**config.mk**
```make
export PLATFORM = sky130hd
export DESIGN_NAME = regfile_stats_scanner
export DESIGN_NICKNAME = d
export VERILOG_FILES = /design/src/rtl/regfile_stats_scanner.sv
export SDC_FILE = /design/constraint.sdc
export NUM_CORES = 1
export LEC_CHECK = 0
export ABC_AREA = 1
export CAP_MARGIN = 40
export CORE_MARGIN = 3
export CORE_UTILIZATION = 38
export DETAILED_ROUTE_END_ITERATION = 12
export GPL_TIMING_DRIVEN = 0
export MAX_ROUTING_LAYER = met4
export PLACE_DENSITY = 0.55
export SKIP_LAST_GASP = 1
export SLEW_MARGIN = 15
export SYNTH_ARGS = -nofsm -noshare
export SYNTH_HDL_FRONTEND = slang
export SYNTH_SLANG_ARGS = --single-unit
```
**constraint.sdc**
```tcl
create_clock -name clk -period 9.7 [get_ports clk]
set_clock_uncertainty 0.05 [all_clocks]
set_input_delay 0.97 -clock clk [delete_from_list [all_inputs] [get_ports clk]]
set_output_delay 0.97 -clock clk [all_outputs]
set_load 0.02 [all_outputs]
```
**src/rtl/regfile_stats_scanner.sv**
```systemverilog
// regfile_stats_scanner: register file of 2**ADDR_W entries with a built-in
// min/max scanner that sweeps one even/odd pair per cycle.
//
// Handshake: a scan is requested by start=1 at a rising edge while idle
// (busy=0). busy then stays high while pairs are consumed. valid pulses for
// one cycle when max/min/max_idx/min_idx hold the new result. A start that
// arrives while busy is dropped and is not queued. A write that arrives while
// busy is dropped, and wr_err pulses once for it.
module regfile_stats_scanner #(
  parameter int DATA_W = 16,
  parameter int ADDR_W = 3,
  parameter int SIGNED = 0
) (
  input  logic              clk,
  input  logic              rst,
  input  logic              wr_en,
  input  logic [ADDR_W-1:0] wr_addr,
  input  logic [DATA_W-1:0] wr_data,
  input  logic              start,
  output logic              busy,
  output logic              valid,
  output logic              wr_err,
  output logic [DATA_W-1:0] max,
  output logic [DATA_W-1:0] min,
  output logic [ADDR_W-1:0] max_idx,
  output logic [ADDR_W-1:0] min_idx
);

  localparam int DEPTH = 2 ** ADDR_W;
  // The pair counter keeps at least one bit, so it stays legal when DEPTH is 2.
  localparam int PW = (ADDR_W > 1) ? ADDR_W - 1 : 1;
  localparam logic [PW-1:0] LAST = PW'(DEPTH / 2 - 1);

  typedef enum logic {IDLE = 1'b0, SCAN = 1'b1} state_t;

  state_t            state, state_next;
  logic [PW-1:0]     p, p_next;
  logic [DATA_W-1:0] mem [DEPTH];

  logic              last_pair;
  logic [ADDR_W-1:0] even_addr, odd_addr;
  logic [DATA_W-1:0] even_val, odd_val;
  logic [DATA_W-1:0] pair_max, pair_min;
  logic [ADDR_W-1:0] pair_max_idx, pair_min_idx;
  logic [DATA_W-1:0] cand_max, cand_min;
  logic [ADDR_W-1:0] cand_max_idx, cand_min_idx;
  logic [DATA_W-1:0] run_max, run_min;
  logic [ADDR_W-1:0] run_max_idx, run_min_idx;

  // Strict greater-than in the configured number format.
  function automatic logic gt(input logic [DATA_W-1:0] a, input logic [DATA_W-1:0] b);
    if (SIGNED != 0) return $signed(a) > $signed(b);
    else             return a > b;
  endfunction

  assign last_pair = (p == LAST);
  assign busy      = (state == SCAN);

  // State register: FSM state and pair counter.
  always_ff @(posedge clk or posedge rst) begin
    if (rst) begin
      state <= IDLE;
      p     <= '0;
    end else begin
      state <= state_next;
      p     <= p_next;
    end
  end

  // Next-state logic: leave IDLE on start, return after the last pair.
  always_comb begin
    state_next = state;
    p_next     = p;
    case (state)
      IDLE: begin
        if (start) begin
          state_next = SCAN;
          p_next     = '0;
        end
      end
      SCAN: begin
        if (last_pair) begin
          state_next = IDLE;
          p_next     = '0;
        end else begin
          p_next = p + 1'b1;
        end
      end
      default: begin
        state_next = IDLE;
        p_next     = '0;
      end
    endcase
  end

  // Output logic: compare the current pair, then merge it with the running result.
  // Each side takes the higher index only on a strict win, so the lowest index wins ties.
  always_comb begin
    even_addr    = ADDR_W'({p, 1'b0});
    odd_addr     = ADDR_W'({p, 1'b1});
    even_val     = mem[even_addr];
    odd_val      = mem[odd_addr];
    pair_max     = even_val;
    pair_max_idx = even_addr;
    pair_min     = even_val;
    pair_min_idx = even_addr;
    if (gt(odd_val, even_val)) begin
      pair_max     = odd_val;
      pair_max_idx = odd_addr;
    end
    if (gt(even_val, odd_val)) begin
      pair_min     = odd_val;
      pair_min_idx = odd_addr;
    end
    cand_max     = run_max;
    cand_max_idx = run_max_idx;
    cand_min     = run_min;
    cand_min_idx = run_min_idx;
    if (p == '0 || gt(pair_max, run_max)) begin
      cand_max     = pair_max;
      cand_max_idx = pair_max_idx;
    end
    if (p == '0 || gt(run_min, pair_min)) begin
      cand_min     = pair_min;
      cand_min_idx = pair_min_idx;
    end
  end

  // Register file: writes are accepted only while idle, so a scan sees a stable snapshot.
  always_ff @(posedge clk or posedge rst) begin
    if (rst) begin
      for (int i = 0; i < DEPTH; i++) mem[i] <= '0;
    end else if (wr_en && state == IDLE) begin
      mem[wr_addr] <= wr_data;
    end
  end

  // Running result, committed outputs, and the valid and wr_err pulses.
  always_ff @(posedge clk or posedge rst) begin
    if (rst) begin
      run_max     <= '0;
      run_min     <= '0;
      run_max_idx <= '0;
      run_min_idx <= '0;
      max         <= '0;
      min         <= '0;
      max_idx     <= '0;
      min_idx     <= '0;
      valid       <= 1'b0;
      wr_err      <= 1'b0;
    end else begin
      valid  <= 1'b0;
      wr_err <= wr_en && (state == SCAN);
      if (state == SCAN) begin
        run_max     <= cand_max;
        run_min     <= cand_min;
        run_max_idx <= cand_max_idx;
        run_min_idx <= cand_min_idx;
        if (last_pair) begin
          max     <= cand_max;
          min     <= cand_min;
          max_idx <= cand_max_idx;
          min_idx <= cand_min_idx;
          valid   <= 1'b1;
        end
      end
    end
  end

endmodule

```
==> out/qor.txt <==
Pins Over Slew Limit: 0
CP endpoint kind: register
Area leader, netlist: dfrtp_1
Worst reg2reg startpoint: p[1]
I/O Buffers: 63
Synth Net Count: 1431
Post-synthesis cell area: 10900 sq um
Root buffer cell: clkbuf_16
Post-Route WL: 33200 um
Post-route clock period utilization: 0.539
Total track usage: 0.223
Nets: 1523
End of the worst register-to-register path: min[9]
Die Width: 176 um
Reg clk slew, reported paths: 0.06 ns
I/O pins: 64
Wl on met1: 15200 um
Syn_area_per_cell: 8.06 sq um
Slowest stage delay, CP: 0.64 ns
Site Rows: 61
Worst path cell trace: inv_2, buf_2, a21oi_1, a32oi_1, inv_1, ha_1, nand4_1, nor3_4, nand2_2, nand2_4, buf_4, nand3_1, and2_1, ha_1, nand4_1, nor3_1, nand2_1, nand2_1, nand2_1, nand2_1, buf_4, nand3_1, nand3_1, nand2_1
Vias in the first global route: 9542
Hold Path End: max[2]
Top FF cell, synth: dfrtp_1
Worst-path fanout max: 10
CP bufs+invs: 5
Final hold slack: 0.425 ns
Max-Cap Viols: 0
Die area: 30900 sq um
GRT overflow: 0
Clock Sinks: 209
Total CTS buffers: 25
Post-cts sizing count: 0
Ant diodes: 0
Pre-antenna DRT Iters: 6
Delay-heaviest family, CP: simple AND/OR/NAND/NOR gates
Largest net degree at the start of global routing: 100
CP max-delay cell: a32oi_1
DR top layer: met4
Hold Path Class: register to register
Initial Util: 0.390
RSZ-0062 raised after global routing: no
R2R Setup Slk: 4.48 ns
Global-route wire length before repair: 53300 um
Post-synthesis register bit count: 209
Post-route minimum period: 5.23 ns
Cell variety after synth: 33
Synth-to-Final Area Change: 18.7%
Ranking of synthesized cells by area: dfrtp_1, nand2_1, nand3_1
Sum of net half-perimeters after detailed placement: 24200 um
Clock latency on the worst-skew pair: 0.54 ns
Hold Startpoint: max[2]
Area share of the largest cell type after synthesis: 0.478
Maximum clock rate: 191 MHz
Crit Path Class: register to register
Layout cells sized above 1: 0.0681
Async set-reset flop share out of synthesis: 1.00
CTS tree: built
CTS max path bufs: 3
Number of synthesized flops with an enable pin: 0
Relative slew slack: 0.448
Via total after detailed routing: 9562
WP data required: 10.08 ns
Core area: 28100 sq um
Remaining antenna violation count after routing: 0
Die height: 176 um
Cells after Synth: 1358
Worst reg-to-reg path cell count: 24
H-Tree Depth: 1
Register area share after synthesis: 0.478
Met3 Wirelength: 1500 um
Initial antenna violation count: 0
Status: finished clean
DR iter-0 viols: 676
Final setup vio count: 0
Fin. Hold Viols: 0
Vias per cell: 5.18
Cell mode on critical path: nand2_1
Worst slew pin tran: 0.828 ns
Post-CTS setup buffers: 0
CP arrival: 5.60 ns
Met2 routed WL: 15800 um
Crit start category: register
Hold path cells: 2
DRC viols: 0
WL per Instance: 18.0 um
Routability Congestion: 0.844
Cts hold-fix bufs: 0
Synth warnings: 0
[registers in the layout, summed over array words and instances, names as in the netlist]
signal / flops
mem: 128
max: 16
min: 16
run_max: 16
run_min: 16
max_idx: 3
min_idx: 3
run_max_idx: 3
run_min_idx: 3
p: 2
busy: 1
valid: 1
wr_err: 1
[layer usage]
| layer | vias to the layer above | track usage |
|---|---|---|
| met5 | - | - |
| met4 | 0 | 0.0501 |
| met3 | 57 | 0.0279 |
| met2 | 202 | 0.366 |
| met1 | 4629 | 0.296 |
| li1 | 4674 | - |
[kinds of logic after synthesis]
| kind of cell | after synthesis | share of synthesized area |
|---|---|---|
| and+or+nand+nor | 686 | 0.272 |
| AOI/OAI and AO/OA | 245 | 0.124 |
| DFF | 209 | 0.478 |
| buffers and inverters | 168 | 0.0687 |
| adders and majority gates | 50 | 0.0572 |
[final cells by class]
class                   instances  area, sq um
inverters                      91          350
repair buffers                 65          686
flip-flops and latches        209         5230
clock buffers                  36          727
clock inverters                 9          148
well taps                     378          473
fillers                      2948        15100
multi-input cells             981         4960
plain buffers                  77          409
[cell usage in the layout (no fill, tap or decap), drive strengths merged]
cell type / count
o22ai: 16
o21ai: 138
clkinvlp: 1
inv: 92
nor2: 80
and2: 30
ha: 50
dfrtp: 209
nand3b: 15
buf: 47
clkbuf: 68
o21a: 2
o31ai: 1
clkdlybuf4s50: 63
a21o: 1
a21oi: 70
clkinv: 4
nand2: 398
a22o: 1
a32oi: 16
nand3: 154
nor3: 5
bufinv: 3
nand4: 4
[worst max path at each step]
| stage | startpoint | to | slack, ns | depth (start not counted) |
|---|---|---|---|---|
| floorplan | rst | busy | 2.97 | 1 |
| global placement | rst | mem[38] | -0.28 | 2 |
| detailed placement | p[1] | max_idx[0] | 4.60 | 26 |
| CTS | p[1] | max_idx[0] | 4.56 | 26 |
| global route | p[0] | run_min[3] | 4.03 | 24 |
| finish | p[1] | min[9] | 4.48 | 24 |
[synth_stat cells, types with 15 or more instances]
| library cell | instances |
|---|---|
| o21ai_0 | 135 |
| inv_1 | 88 |
| clkbuf_1 | 30 |
| buf_2 | 22 |
| nand3_1 | 153 |
| a21oi_1 | 69 |
| and2_1 | 30 |
| nand3b_1 | 15 |
| nand2_1 | 395 |
| ha_1 | 50 |
| nor2_1 | 80 |
| o22ai_1 | 16 |
| dfrtp_1 | 209 |
[worst register-to-register path: cells and delay by family, from the launching register on]
family | cells | cell delay, ns
compound gates | 2 | 0.71
flops | 1 | 0.52
buf+inv | 5 | 0.99
fa+ha+maj | 2 | 0.64
simple gates | 15 | 2.21
[metrics by stage]
step / cell area, sq um / utilization / std cells / TNS (ns) / setup slack [ns]
final: 13000 / 0.462 / 1846 / 0 / 4.48
after global routing: 13000 / 0.462 / 1846 / 0 / 4.03
after CTS: 13000 / 0.462 / 1846 / 0 / 4.56
after detailed placement: 12100 / 0.431 / 1801 / 0 / 4.60
after global placement: 12000 / 0.429 / 1799 / -54.28 / -0.276
after floorplan: 10900 / - / 1358 / 0 / 2.97
Power is left out: the tool's default activity adds up to more than one toggle a clock period on the data nets, which glitch-free logic cannot reach.
